==> src/rtl/alu_pkg.sv <==
// Shared types and constants for the ALU sequencer: datapath width,
// sequencer state encoding and ALU function codes.
package alu_pkg;

  localparam int DATA_W = 8;

  localparam logic [1:0] ST_IDLE    = 2'd0;
  localparam logic [1:0] ST_SETTLE  = 2'd1;
  localparam logic [1:0] ST_PUBLISH = 2'd2;

  typedef enum logic [1:0] {
    IDLE    = ST_IDLE,
    SETTLE  = ST_SETTLE,
    PUBLISH = ST_PUBLISH
  } alu_state_e;

  typedef enum logic [2:0] {
    ALU_ADD = 3'd0,
    ALU_INC = 3'd1,
    ALU_AND = 3'd2,
    ALU_OR  = 3'd3,
    ALU_XOR = 3'd4,
    ALU_NOT = 3'd5,
    ALU_SHL = 3'd6,
    ALU_CLR = 3'd7
  } alu_func_e;

endpackage

==> src/rtl/alu_comb.sv <==
// Purely combinational ALU core: result and carry from operands and function code.
module alu_comb
  import alu_pkg::*;
#(
  parameter int N = DATA_W
) (
  input  logic [N-1:0] b,
  input  logic [N-1:0] c,
  input  alu_func_e    func,
  output logic [N-1:0] result,
  output logic         carry
);

  logic [N:0] sum;

  always_comb begin
    sum    = '0;
    result = '0;
    carry  = 1'b0;
    case (func)
      ALU_ADD: begin
        sum    = {1'b0, b} + {1'b0, c};
        result = sum[N-1:0];
        carry  = sum[N];
      end
      ALU_INC: begin
        sum    = {1'b0, b} + (N+1)'(1);
        result = sum[N-1:0];
        carry  = sum[N];
      end
      ALU_AND: result = b & c;
      ALU_OR:  result = b | c;
      ALU_XOR: result = b ^ c;
      ALU_NOT: result = ~b;
      // Circular rotate: the MSB wraps into bit 0, nothing reaches carry.
      ALU_SHL: result = {b[N-2:0], b[N-1]};
      default: result = '0;
    endcase
  end

endmodule

==> src/rtl/alu_sequencer.sv <==
// ALU stage feeding register A: captures operands on start, waits a settle
// delay, then publishes a held result with sign/carry/zero flags.
module alu_sequencer
  import alu_pkg::*;
#(
  parameter int N             = DATA_W,
  parameter int SETTLE_CYCLES = 3
) (
  input  logic         clk,
  input  logic         reset,
  input  logic [N-1:0] b_in,
  input  logic [N-1:0] c_in,
  input  logic [2:0]   func,
  input  logic         start,
  output logic         busy,
  output logic         done,
  output logic [N-1:0] alu_result,
  output logic         cond_sign,
  output logic         cond_carry,
  output logic         cond_zero,
  output logic         led_alu,
  output alu_state_e   state_dbg
);

  localparam logic [3:0] SETTLE_INIT = 4'(SETTLE_CYCLES);

  // Handshake: start is a level request, accepted only on a clock edge seen
  // in IDLE; a start in SETTLE or PUBLISH is dropped, never queued. done is
  // a single-cycle pulse coinciding with the new alu_result and flags.
  alu_state_e   state;
  logic [3:0]   counter;
  logic [N-1:0] op_b;
  logic [N-1:0] op_c;
  alu_func_e    op_func;
  logic [N-1:0] comb_result;
  logic         comb_carry;

  alu_comb #(.N(N)) u_comb (
    .b      (op_b),
    .c      (op_c),
    .func   (op_func),
    .result (comb_result),
    .carry  (comb_carry)
  );

  always_ff @(posedge clk or posedge reset) begin
    if (reset) begin
      state      <= IDLE;
      counter    <= '0;
      op_b       <= '0;
      op_c       <= '0;
      op_func    <= ALU_ADD;
      busy       <= 1'b0;
      done       <= 1'b0;
      alu_result <= '0;
      cond_sign  <= 1'b0;
      cond_carry <= 1'b0;
      cond_zero  <= 1'b1;
    end else begin
      done <= 1'b0;
      case (state)
        IDLE: begin
          if (start) begin
            op_b    <= b_in;
            op_c    <= c_in;
            op_func <= alu_func_e'(func);
            counter <= SETTLE_INIT;
            busy    <= 1'b1;
            state   <= SETTLE;
          end
        end
        SETTLE: begin
          // Result registers load on the edge entering PUBLISH so they are
          // valid during the whole done cycle.
          if (counter == 4'd0) begin
            state      <= PUBLISH;
            busy       <= 1'b0;
            done       <= 1'b1;
            alu_result <= comb_result;
            cond_carry <= comb_carry;
            cond_sign  <= comb_result[N-1];
            cond_zero  <= (comb_result == '0);
          end else begin
            counter <= counter - 4'd1;
          end
        end
        PUBLISH: state <= IDLE;
        default: state <= IDLE;
      endcase
    end
  end

  assign led_alu   = busy;
  assign state_dbg = state;

endmodule
==> config.mk <==
export PLATFORM = sky130hd
export DESIGN_NAME = alu_sequencer
export DESIGN_NICKNAME = d
export VERILOG_FILES = /design/src/rtl/alu_pkg.sv /design/src/rtl/alu_comb.sv /design/src/rtl/alu_sequencer.sv
export SDC_FILE = /design/constraint.sdc
export NUM_CORES = 1
export LEC_CHECK = 0
export CAP_MARGIN = 20
export CORE_MARGIN = 2
export CORE_UTILIZATION = 54
export DETAILED_ROUTE_END_ITERATION = 12
export HOLD_SLACK_MARGIN = 0.08
export PLACE_DENSITY = 0.87
export SLEW_MARGIN = 5
export SYNTH_ARGS = -nofsm -noshare
export SYNTH_HDL_FRONTEND = slang
export SYNTH_SLANG_ARGS = --single-unit
export TNS_END_PERCENT = 50
==> constraint.sdc <==
create_clock -name clk -period 3.15 [get_ports clk]
set_input_delay 0.63 -clock clk [delete_from_list [all_inputs] [get_ports clk]]
set_output_delay 0.63 -clock clk [all_outputs]
set_load 0.03 [all_outputs]
==> results of run 1 <==
-- through the flow --
step	hold WS, ns	util (%)	instances
after floorplan	0.463	-	277
after global placement	0.461	65.2	353
after detailed placement	0.480	65.2	353
after CTS	0.496	68.3	361
after global routing	0.524	68.3	361
final	0.490	68.3	361
-- layout make-up --
cell class / count / area share (%)
timing repair buffer: 41 / 13.3
clock inverter: 3 / 2.16
multi-input combinational: 200 / 46.5
clock buffer: 5 / 2.28
tap: 52 / 2.16
inverter: 23 / 2.87
sequential: 37 / 30.8
-- per-layer routing --
layer  track usage, %  part of all wire [%]  vias to the layer above
met5                0                     0                        -
met4             7.34                   2.1                        0
met3             5.28                   5.2                       14
met2             42.2                    49                       67
met1             31.3                    44                     1021
li1                 -                     -                     1028
-- critical path, stage by stage, from the launching register on --
cell and delay [ns]:
sky130_fd_sc_hd__dfrtp_1 0.96, sky130_fd_sc_hd__mux2_2 0.42, sky130_fd_sc_hd__a221oi_2 0.21, sky130_fd_sc_hd__nor2_1 0.08, sky130_fd_sc_hd__a211oi_1 0.32, sky130_fd_sc_hd__nand4_1 0.17, sky130_fd_sc_hd__o41ai_2 0.24
-- sequential cells by signal, indices dropped and copies added (netlist names) --
signal      count
alu_result      7
done            1
cond_sign       1
busy            1
op_func         3
cond_zero       1
op_c            8
counter         4
state_dbg       2
op_b            8
cond_carry      1
-- Yosys cell counts, types with 2 or more instances --
library cell and count:
sky130_fd_sc_hd__mux2i_1 2, sky130_fd_sc_hd__buf_2 4, sky130_fd_sc_hd__nand3_1 4, sky130_fd_sc_hd__buf_4 2
sky130_fd_sc_hd__a21o_1 2, sky130_fd_sc_hd__nand2b_1 5, sky130_fd_sc_hd__o31a_1 2, sky130_fd_sc_hd__ha_1 19
sky130_fd_sc_hd__nor3_1 7, sky130_fd_sc_hd__mux2_2 9, sky130_fd_sc_hd__inv_1 22, sky130_fd_sc_hd__buf_6 2
sky130_fd_sc_hd__o21a_1 5, sky130_fd_sc_hd__a31oi_1 3, sky130_fd_sc_hd__a21oi_1 8, sky130_fd_sc_hd__a211oi_1 4
sky130_fd_sc_hd__o221ai_1 2, sky130_fd_sc_hd__xor2_1 4, sky130_fd_sc_hd__a221o_1 2, sky130_fd_sc_hd__clkbuf_1 8
sky130_fd_sc_hd__o211ai_1 3, sky130_fd_sc_hd__o22ai_1 2, sky130_fd_sc_hd__nand4_1 2, sky130_fd_sc_hd__mux2_1 3
sky130_fd_sc_hd__nor3b_1 5, sky130_fd_sc_hd__o21ai_0 31, sky130_fd_sc_hd__nor2b_1 3, sky130_fd_sc_hd__nand2_1 34
sky130_fd_sc_hd__nor2_1 16, sky130_fd_sc_hd__nand3b_1 2, sky130_fd_sc_hd__dfrtp_1 36, sky130_fd_sc_hd__xnor2_1 5
-- cells by family (layout without fill, tap and decap cells) --
kind of cell	count (synthesis)	count (layout)	share of synthesized area, %
flops	37	37	37.1
fa+ha+maj	20	20	10.3
mux	16	16	7.71
xor+xnor	9	9	3.15
simple gates	82	82	15.4
buf+inv	40	72	7.11
compound gates	73	73	19.2
-- path summary, 6_finish.rpt --
check                      slack (ns)           from       endpoint  cells past startpoint
hold reg to reg                  0.49  alu_result[6]  alu_result[6]                      1
max in group asynchronous        2.06          reset      cond_zero                      3
min in group asynchronous        0.74          reset  alu_result[2]                      3
setup reg to reg                 0.64     op_func[2]      cond_zero                      6
hold / removal                   0.49  alu_result[6]  alu_result[6]                      1
setup / recovery                 0.64     op_func[2]      cond_zero                      6
-- report_power, final --
group	internal [mW]	switching, mW
clock network	0.315	0.175
registers	0.690	0.308
logic	0.881	1.11
==> reports/summary.json, run 1 <==
{
  "vias_per_cell": {"value": 5.90},
  "cts_made_buffers": {"value": 5},
  "cts_hold_repair.buffers": {"value": 0},
  "die_area": {"value": 0.00519, "unit": "mm²"},
  "mappedNetlistNets": {"value": 319},
  "totalNegativeSetupSlack": {"value": 0, "unit": "ns"},
  "initial_core_util": {"value": 56.6, "unit": "%"},
  "worst_pin_slew": {"value": 0.938, "unit": "ns"},
  "worst_ep_required_time": {"value": 3.34, "unit": "ns"},
  "leakagePower": {"value": 1.32, "unit": "nW"},
  "finalPower": {"value": 3.48, "unit": "mW"},
  "layout.filler_cells": {"value": 374},
  "io_buffers": {"value": 37},
  "route.detailed.wl_per_inst": {"value": 16.2, "unit": "µm"},
  "peakVddDrop": {"value": 0.674, "unit": "mV"},
  "postLayoutSetupSlackWorst": {"value": 0.645, "unit": "ns"},
  "antennaDiodeCount": {"value": 0},
  "dominantRegCellSynth": {"value": "sky130_fd_sc_hd__dfrtp_1"},
  "fin_crit": {"value": 2.51, "unit": "ns"},
  "fin_nets": {"value": 350},
  "initialDrtViolationCount": {"value": 155},
  "grt_pass1_wl": {"value": 9.92, "unit": "mm"},
  "grt_setup_unrepaired": {"value": "no"},
  "worstSkewPairLatency": {"value": 0.29, "unit": "ns"},
  "detailedPlace.worstSlack": {"value": 0.713, "unit": "ns"},
  "synth_warnings": {"value": 0},
  "worst_setup_hold_path_clk_slew": {"value": 0.07, "unit": "ns"},
  "area_used_by_multi_input_combinational_logic": {"value": 0.00140, "unit": "mm²"},
  "cp_class": {"value": "reg2reg"},
  "ys_ff_latch": {"value": 37},
  "htree_levels": {"value": 2},
  "ctsRootBufferMaster": {"value": "sky130_fd_sc_hd__clkbuf_8"},
  "gp_congestion": {"value": 0.998},
  "final_common_cell": {"value": "sky130_fd_sc_hd__clkdlybuf4s50_1"},
  "grt_pass1_vias": {"value": 2120},
  "post_cts_resized": {"value": 0},
  "design.portCount": {"value": 38},
  "outcome": {"value": "finished, final reports clean"},
  "syn_avg_cell_area": {"value": 9.02, "unit": "µm²"},
  "layout.cells.most_common_list": {"value": "sky130_fd_sc_hd__clkdlybuf4s50_1 (37), sky130_fd_sc_hd__dfrtp_1 (36), sky130_fd_sc_hd__nand2_1 (34), sky130_fd_sc_hd__o21ai_0 (31), sky130_fd_sc_hd__inv_1 (22)"},
  "finalWirelength": {"value": 5.84, "unit": "mm"},
  "timing.critical_path.from_type": {"value": "flop"},
  "timing.critical_path.to_type": {"value": "flop"},
  "grt_max_degree": {"value": 41},
  "post_cts_buffers": {"value": 0},
  "drive_gt1_share": {"value": 10.0, "unit": "%"},
  "area_leader_netlist": {"value": "sky130_fd_sc_hd__dfrtp_1"},
  "fp.coreArea": {"value": 0.00441, "unit": "mm²"},
  "synth.top_cells.by_area": {"value": "sky130_fd_sc_hd__dfrtp_1 (36%), sky130_fd_sc_hd__ha_1 (9.5%), sky130_fd_sc_hd__o21ai_0 (6.2%)"},
  "timing.final.crit_share": {"value": 79.5, "unit": "%"},
  "endpoints_failing_setup": {"value": 0},
  "synthArstFlopShare": {"value": 100, "unit": "%"},
  "sequential_cell_area": {"value": 927, "unit": "µm²"},
  "synth_seq_area_share": {"value": 37.1, "unit": "%"},
  "dpl.hpwl": {"value": 4.25, "unit": "mm"},
  "netlist_instances": {"value": 277},
  "hold_viol_final": {"value": 0},
  "critPathMaxFanout": {"value": 27},
  "stdcell_area": {"value": 0.00301, "unit": "mm²"},
  "placement_row_count": {"value": 24},
  "routed-via-count": {"value": 2130},
  "area_growth_syn_to_layout": {"value": 20.5, "unit": "%"},
  "pwr_density_cell": {"value": 1150, "unit": "mW/mm²"},
  "maxCapViolations": {"value": 0},
  "cts-root-to-sink-buffers": {"value": 2},
  "die-width": {"value": 72.0, "unit": "µm"},
  "chip_height": {"value": 72.0, "unit": "µm"},
  "cts_tree": {"value": "built"},
  "placedInstanceArea": {"value": 0.00288, "unit": "mm²"},
  "synth_cell_types": {"value": 51},
  "final.setup_skew": {"value": 0.0101, "unit": "ns"},
  "max_slew_violation_total_from_the_final_report": {"value": 0},
  "max-slew-margin-rel": {"value": 37.5, "unit": "%"},
  "initial_antenna_violation_count": {"value": 0},
  "timing.hold.worst.class": {"value": "reg2reg"},
  "drc": {"value": 0},
  "synth_area": {"value": 0.00250, "unit": "mm²"},
  "clock_sinks": {"value": 37},
  "synthDominantCellAreaShare": {"value": 36.0, "unit": "%"},
  "drt_first_pass_iters": {"value": 4},
  "global_route.usage.total": {"value": 24.6, "unit": "%"},
  "synth-edff-count": {"value": 0},
  "gr-total-overflow": {"value": 0},
  "detail-route-antenna-nets": {"value": 0},
  "worstPathArrival": {"value": 2.70, "unit": "ns"},
  "fmax": {"value": 399, "unit": "MHz"}
}
No activity file was read; power rests on OpenSTA's default activity.
==> inputs of run 2 (changes only) <==
- CORE_UTILIZATION: 54 -> 49
- PLACE_DENSITY: 0.87 -> 0.83
- clock period: 3.15 -> 2.1 ns (I/O delays scaled with it)
==> run 2 against run 1 <==
Effect of this change: the run now ends with setup timing left; largest cell class unchanged; fmax grew 10%; combinational power grew 83%; utilization shrank 0.83 points; die area grew 9.6%; critical endpoint unchanged; sequential power grew 37%; clock skew shrank 0.0020 ns; non-clock buffer count grew 23.
==> reports/summary.json, run 2 (same netlist as run 1, synthesis figures left out) <==
{
  "placement_row_count": {"value": 25, "change": "+4.2%"},
  "cts-root-to-sink-buffers": {"value": 2, "change": "unchanged"},
  "peakVddDrop": {"value": 1.04, "unit": "mV", "change": "+55%"},
  "clock_sinks": {"value": 37, "change": "unchanged"},
  "cts_tree": {"value": "built"},
  "post_cts_buffers": {"value": 0, "change": "unchanged"},
  "worst_pin_slew": {"value": 0.633, "unit": "ns", "change": "-0.305 ns"},
  "design.portCount": {"value": 38, "change": "unchanged"},
  "stdcell_area": {"value": 0.00325, "unit": "mm²", "change": "+7.8%"},
  "worst_ep_required_time": {"value": 2.31, "unit": "ns", "change": "-1.03 ns"},
  "outcome": {"value": "finished with violations"},
  "antennaDiodeCount": {"value": 0, "change": "unchanged"},
  "failing_checks": {"value": "setup timing"},
  "r2r_start": {"value": "op_b[0]"},
  "ctsRootBufferMaster": {"value": "sky130_fd_sc_hd__clkbuf_8"},
  "gp_congestion": {"value": 0.920, "change": "-7.8%"},
  "routed-via-count": {"value": 2201, "change": "+3.3%"},
  "drc": {"value": 0, "change": "unchanged"},
  "fin_crit": {"value": 2.27, "unit": "ns", "change": "-0.233 ns"},
  "area_growth_syn_to_layout": {"value": 29.9, "unit": "%"},
  "worst_setup_hold_path_clk_slew": {"value": 0.08, "unit": "ns", "change": "about the same"},
  "io_buffers": {"value": 37, "change": "unchanged"},
  "timing.hold.worst.class": {"value": "reg2reg"},
  "gr-total-overflow": {"value": 0, "change": "unchanged"},
  "leakagePower": {"value": 1.43, "unit": "nW", "change": "+7.9%"},
  "setup.worst_path.start": {"value": "op_b[0]"},
  "worstPathArrival": {"value": 2.48, "unit": "ns", "change": "-0.22 ns"},
  "cp_class": {"value": "reg2reg"},
  "finalWirelength": {"value": 6.10, "unit": "mm", "change": "+4.4%"},
  "initialDrtViolationCount": {"value": 187, "change": "+21%"},
  "final.setup_skew": {"value": 0.00811, "unit": "ns", "change": "-0.00196 ns"},
  "postLayoutSetupSlackWorst": {"value": -0.172, "unit": "ns", "change": "-0.817 ns"},
  "die-width": {"value": 75.4, "unit": "µm", "change": "+4.7%"},
  "fmax": {"value": 440, "unit": "MHz", "change": "+10%"},
  "layout.core_utilization": {"value": 67.4, "unit": "%", "change": "-0.83 points"},
  "cts_made_buffers": {"value": 5, "change": "unchanged"},
  "grt_setup_unrepaired": {"value": "yes"},
  "hp-start": {"value": "alu_result[2]"},
  "grt_pass1_wl": {"value": 10.0, "unit": "mm", "change": "+0.84%"},
  "holdWs": {"value": 0.479, "unit": "ns", "change": "-0.0112 ns"},
  "timing.critical_path.to_type": {"value": "flop"},
  "critPathMaxFanout": {"value": 2, "change": "-93%"},
  "layout.cells.most_common_list": {"value": "sky130_fd_sc_hd__clkdlybuf4s50_1 (37), sky130_fd_sc_hd__nand2_1 (34), sky130_fd_sc_hd__dfrtp_1 (34), sky130_fd_sc_hd__o21ai_0 (28), sky130_fd_sc_hd__buf_4 (26)"},
  "worstSkewPairLatency": {"value": 0.30, "unit": "ns", "change": "about the same"},
  "timing.final.crit_share": {"value": 108, "unit": "%", "change": "+29 points"},
  "die_area": {"value": 0.00569, "unit": "mm²", "change": "+9.6%"},
  "hold_viol_final": {"value": 0, "change": "unchanged"},
  "fp.coreArea": {"value": 0.00482, "unit": "mm²", "change": "+9.1%"},
  "global_route.usage.total": {"value": 23.8, "unit": "%", "change": "-0.84 points"},
  "initial_antenna_violation_count": {"value": 0, "change": "unchanged"},
  "totalNegativeSetupSlack": {"value": -0.172, "unit": "ns", "change": "-0.172 ns"},
  "endpoints_failing_setup": {"value": 1, "change": "+1"},
  "largestRegisters": {"value": "op_b x8, op_c x8, alu_result x7"},
  "final_common_cell": {"value": "sky130_fd_sc_hd__clkdlybuf4s50_1"},
  "fin_nets": {"value": 373, "change": "+6.6%"},
  "initial_core_util": {"value": 51.9, "unit": "%", "change": "-4.7 points"},
  "drt_first_pass_iters": {"value": 4, "change": "unchanged"},
  "pwr_density_cell": {"value": 1740, "unit": "mW/mm²", "change": "+51%"},
  "timing.critical_path.from_type": {"value": "flop"},
  "dpl.hpwl": {"value": 4.53, "unit": "mm", "change": "+6.8%"},
  "layout.filler_cells": {"value": 402, "change": "+7.5%"},
  "detail-route-antenna-nets": {"value": 0, "change": "unchanged"},
  "route.detailed.wl_per_inst": {"value": 15.3, "unit": "µm", "change": "-5.5%"},
  "grt_pass1_vias": {"value": 2106, "change": "-0.66%"},
  "vias_per_cell": {"value": 5.52, "change": "-6.5%"},
  "chip_height": {"value": 75.4, "unit": "µm", "change": "+4.7%"},
  "drive_gt1_share": {"value": 19.9, "unit": "%", "change": "+9.8 points"},
  "max_slew_violation_total_from_the_final_report": {"value": 0, "change": "unchanged"},
  "maxCapViolations": {"value": 0, "change": "unchanged"},
  "placedInstanceArea": {"value": 0.00308, "unit": "mm²", "change": "+7.1%"},
  "grt_max_degree": {"value": 41, "change": "unchanged"},
  "max-slew-margin-rel": {"value": 57.7, "unit": "%", "change": "+20 points"},
  "htree_levels": {"value": 2, "change": "unchanged"}
}
==> run 2: cell count changes in the layout (fill, tap and decap cells not counted), sizes merged <==
cell / before / now
buf: 4 / 27
bufinv: 2 / 1
clkbuf: 5 / 6
clkinv: 1 / 0
clkinvlp: 0 / 1
==> run 2: layer usage <==
layer,part of all wire [%],up-vias,routed length (µm),track usage (%)
met5,0,-,0,0
li1,-,1068,-,-
met2,50,60,3030,38.2
met3,4.1,15,253,4.89
met4,2.9,0,180,10.5
met1,43,1058,2640,31.1
==> run 2: per-stage QoR <==
stage	power (mW)	cells	setup WS, ns
floorplan	3.65	277	-0.114
global placement	4.68	391	-0.0598
detailed placement	4.81	391	-0.155
CTS	5.54	399	-0.164
global route	6.07	399	-0.257
finish	5.67	399	-0.172
==> run 2: power breakdown <==
part	internal [mW]	leakage [nW]	switching (mW)	total, mW
clock	0.386	0.0574	0.272	0.659
combinational	1.69	0.919	1.95	3.64
sequential	1.04	0.449	0.327	1.37
==> run 2: worst paths after layout <==
check	slack (ns)	end	depth (start not counted)
worst max-delay path	-0.17	cond_zero	8
worst max register to register	-0.17	cond_zero	8
worst min register to register	0.48	alu_result[2]	2
min in group asynchronous	0.52	alu_result[4]	3
max in group asynchronous	1.21	op_func[2]	3
worst min-delay path	0.48	alu_result[2]	2
==> run 2: what timing repair did <==
action                                  CTS  global route
hold buffers                              0             0
resized for setup                         5            11
pin swaps                                 0             4
endpoints found under the setup margin    4             7
==> run 2: critical path, cell delays in order, from the launching register on <==
cell and delay, ns:
sky130_fd_sc_hd__dfrtp_1 0.37, sky130_fd_sc_hd__ha_2 0.20, sky130_fd_sc_hd__inv_2 0.04, sky130_fd_sc_hd__fa_1 0.48, sky130_fd_sc_hd__o21ai_1 0.06, sky130_fd_sc_hd__mux4_2 0.48, sky130_fd_sc_hd__a211oi_2 0.18, sky130_fd_sc_hd__nand4_1 0.15
sky130_fd_sc_hd__o41ai_2 0.23
==> run 2: final cells by class <==
class                      instances  area [µm²]  share of cell area (%)
clock buffer                       6        82.6                    2.54
clock inverter                     2        37.5                    1.16
tap                               67        83.8                    2.58
timing repair buffer              64         586                    18.0
inverter                          23        86.3                    2.66
sequential                        37         930                    28.6
multi-input combinational        200        1440                    44.4
==> inputs of run 3 (changes only) <==
==> constraint.sdc (replaced) <==
create_clock -name clk -period 2.1 [get_ports clk]
set_input_delay 0.42 -clock clk [delete_from_list [all_inputs] [get_ports clk]]
set_output_delay 0.42 -clock clk [all_outputs]
set_load 0.1 [all_outputs]
==> run 3 against run 2 <==
Effect of this change: the flow still finishes with violations (setup timing); via count increased by 1.5%; hold slack improved by 0.013 ns; critical path depth unchanged; non-clock buffer count decreased by 1; final cell count decreased by 0.25%; fmax increased by 1.9%; first-iteration DRC count increased by 9.6%; global-route usage decreased by 0.37 points; largest cell class unchanged.
==> reports/summary.json, run 3 (same netlist as run 1, synthesis figures left out) <==
{
  "placement_row_count": {"value": 25, "change": "unchanged"},
  "final_common_cell": {"value": "sky130_fd_sc_hd__buf_4"},
  "final.setup_skew": {"value": 0.00859, "unit": "ns", "change": "+0.000482 ns"},
  "area_growth_syn_to_layout": {"value": 29.2, "unit": "%"},
  "finalWirelength": {"value": 6.04, "unit": "mm", "change": "-0.95%"},
  "drive_gt1_share": {"value": 25.1, "unit": "%", "change": "+5.2 points"},
  "drt_first_pass_iters": {"value": 5, "change": "+1"},
  "routed-via-count": {"value": 2233, "change": "+1.5%"},
  "worst_ep_required_time": {"value": 2.30, "unit": "ns", "change": "about the same"},
  "r2r-end": {"value": "cond_zero"},
  "cp_class": {"value": "reg2reg"},
  "htree_levels": {"value": 2, "change": "unchanged"},
  "initial_core_util": {"value": 51.9, "unit": "%", "change": "unchanged"},
  "endpoints_failing_setup": {"value": 1, "change": "unchanged"},
  "hold_viol_final": {"value": 0, "change": "unchanged"},
  "worstSkewPairLatency": {"value": 0.29, "unit": "ns", "change": "about the same"},
  "cts_made_buffers": {"value": 5, "change": "unchanged"},
  "r2r_slack": {"value": -0.13, "unit": "ns", "change": "+0.04 ns"},
  "gr-total-overflow": {"value": 0, "change": "unchanged"},
  "timing.final.crit_share": {"value": 106, "unit": "%", "change": "-2.0 points"},
  "maxCapViolations": {"value": 0, "change": "unchanged"},
  "worstPathArrival": {"value": 2.43, "unit": "ns", "change": "-0.05 ns"},
  "r2r_start": {"value": "op_c[0]"},
  "grt_pass1_wl": {"value": 10.2, "unit": "mm", "change": "+1.7%"},
  "fin_nets": {"value": 372, "change": "-0.27%"},
  "timing.hold.worst.class": {"value": "reg2reg"},
  "cts-root-to-sink-buffers": {"value": 2, "change": "unchanged"},
  "worst_pin_slew": {"value": 0.581, "unit": "ns", "change": "-0.0515 ns"},
  "grt_max_degree": {"value": 41, "change": "unchanged"},
  "clock_sinks": {"value": 37, "change": "unchanged"},
  "chip_height": {"value": 75.4, "unit": "µm", "change": "unchanged"},
  "stdcell_area": {"value": 0.00323, "unit": "mm²", "change": "-0.58%"},
  "timing.critical_path.from_type": {"value": "flop"},
  "timing.critical_path.to_type": {"value": "flop"},
  "cp_slowest_stage_delay": {"value": 0.48, "unit": "ns", "change": "about the same"},
  "antennaDiodeCount": {"value": 0, "change": "unchanged"},
  "die-width": {"value": 75.4, "unit": "µm", "change": "unchanged"},
  "vias_per_cell": {"value": 5.61, "change": "+1.7%"},
  "route.detailed.wl_per_inst": {"value": 15.2, "unit": "µm", "change": "-0.70%"},
  "grt_setup_unrepaired": {"value": "yes"},
  "detail-route-antenna-nets": {"value": 0, "change": "unchanged"},
  "die_area": {"value": 0.00569, "unit": "mm²", "change": "unchanged"},
  "timing.critical_path.cells": {"value": "ha_2 -> inv_2 -> fa_1 -> o21ai_1 -> mux4_2 -> a211oi_2 -> nand4_1 -> o41ai_2"},
  "fin_crit": {"value": 2.23, "unit": "ns", "change": "-0.0425 ns"},
  "failing_checks": {"value": "setup timing"},
  "crit_path_end": {"value": "cond_zero"},
  "worst_setup_hold_path_clk_slew": {"value": 0.07, "unit": "ns", "change": "about the same"},
  "design.portCount": {"value": 38, "change": "unchanged"},
  "gp_congestion": {"value": 0.914, "change": "-0.72%"},
  "io_buffers": {"value": 37, "change": "unchanged"},
  "critPathMaxFanout": {"value": 2, "change": "unchanged"},
  "worst_r2r_path_depth": {"value": 8, "change": "unchanged"},
  "initialDrtViolationCount": {"value": 205, "change": "+9.6%"},
  "fp.coreArea": {"value": 0.00482, "unit": "mm²", "change": "unchanged"},
  "initial_antenna_violation_count": {"value": 0, "change": "unchanged"},
  "post_cts_buffers": {"value": 0, "change": "unchanged"},
  "dpl.hpwl": {"value": 4.41, "unit": "mm", "change": "-2.6%"},
  "layout.cells.most_common_list": {"value": "sky130_fd_sc_hd__buf_4 (40), sky130_fd_sc_hd__dfrtp_1 (35), sky130_fd_sc_hd__nand2_1 (34), sky130_fd_sc_hd__o21ai_0 (27), sky130_fd_sc_hd__clkdlybuf4s50_1 (21)"},
  "max_slew_violation_total_from_the_final_report": {"value": 0, "change": "unchanged"},
  "postLayoutSetupSlackWorst": {"value": -0.130, "unit": "ns", "change": "+0.0425 ns"},
  "drc": {"value": 0, "change": "unchanged"},
  "max-slew-margin-rel": {"value": 60.9, "unit": "%", "change": "+3.2 points"},
  "cts_hold_repair.buffers": {"value": 0, "change": "unchanged"},
  "global_route.usage.total": {"value": 23.4, "unit": "%", "change": "-0.37 points"},
  "largestRegisters": {"value": "op_b x8, op_c x8, alu_result x7"},
  "crit_path_top_delay_cell": {"value": "sky130_fd_sc_hd__mux4_2"},
  "outcome": {"value": "finished with violations"},
  "ctsRootBufferMaster": {"value": "sky130_fd_sc_hd__clkbuf_8"},
  "setup.worst_path.start": {"value": "op_c[0]"},
  "fmax": {"value": 448, "unit": "MHz", "change": "+1.9%"},
  "cts_tree": {"value": "built"},
  "placedInstanceArea": {"value": 0.00305, "unit": "mm²", "change": "-1.1%"},
  "grt_pass1_vias": {"value": 2202, "change": "+4.6%"},
  "detailedPlace.worstSlack": {"value": -0.121, "unit": "ns", "change": "+0.0334 ns"}
}
run 3: cell count changes in the layout (fill, tap and decap cells not counted), sizes merged:
cell	before	now
clkinv	0	1
buf	27	42
clkdlybuf4s50	37	21
clkinvlp	1	0
run 3: how the worst min path moves through the flow:
stage	cells past startpoint	from	slack, ns	endpoint
3_5_place_dp	2	alu_result[1]	0.48	alu_result[1]
2_1_floorplan	1	counter[0]	0.46	counter[0]
4_1_cts	2	alu_result[1]	0.49	alu_result[1]
6_report	2	alu_result[4]	0.49	alu_result[4]
5_1_grt	2	alu_result[1]	0.51	alu_result[1]
3_3_place_gp	2	alu_result[1]	0.46	alu_result[1]
run 3: cell type report:
cell class | instances | area, µm²
Clock buffer | 6 | 72.6
Clock inverter | 2 | 35.0
Fill cell | 411 | 1590
Inverter | 23 | 86.3
Multi-Input combinational cell | 200 | 1470
Sequential cell | 37 | 928
Tap cell | 67 | 83.8
Timing Repair Buffer | 63 | 551
run 3: worst max-delay path, delay by kind of cell (launching register included):
family | cells | cell delay [ns]
AOI/OAI and AO/OA | 3 | 0.46
buffers and inverters | 1 | 0.04
muxes | 1 | 0.48
and+or+nand+nor | 1 | 0.15
DFF | 1 | 0.36
adders and majority gates | 2 | 0.66
run 3: per-layer routing:
metal / up-vias / wire length (µm) / part of all wire, % / GRT usage [%]
li1: 1068 / - / - / -
met1: 1065 / 2540 / 42 / 30.6
met2: 85 / 3010 / 50 / 38.6
met3: 15 / 375 / 6.2 / 4.23
met4: 0 / 124 / 2.1 / 8.97
met5: - / 0 / 0 / 0
run 3: what timing repair did:
action	in CTS	in global routing
gates resized for setup	2	19
endpoints found under the hold margin	0	0
endpoints found under the setup margin	3	7
gates cloned	0	0
pin swaps	0	4
run 3: per-stage QoR:
stage / hold slack (ns) / cells / util (%) / TNS [ns]
floorplan: 0.463 / 277 / - / -0.114
global placement: 0.464 / 390 / 63.3 / -0.0618
detailed placement: 0.479 / 390 / 63.3 / -0.221
CTS: 0.494 / 398 / 65.7 / -0.131
global route: 0.506 / 398 / 67.0 / -0.320
finish: 0.491 / 398 / 67.0 / -0.130
Power of run 3 is left out: the tool's default activity adds up to more than one toggle a clock period on the data nets, which glitch-free logic cannot reach.
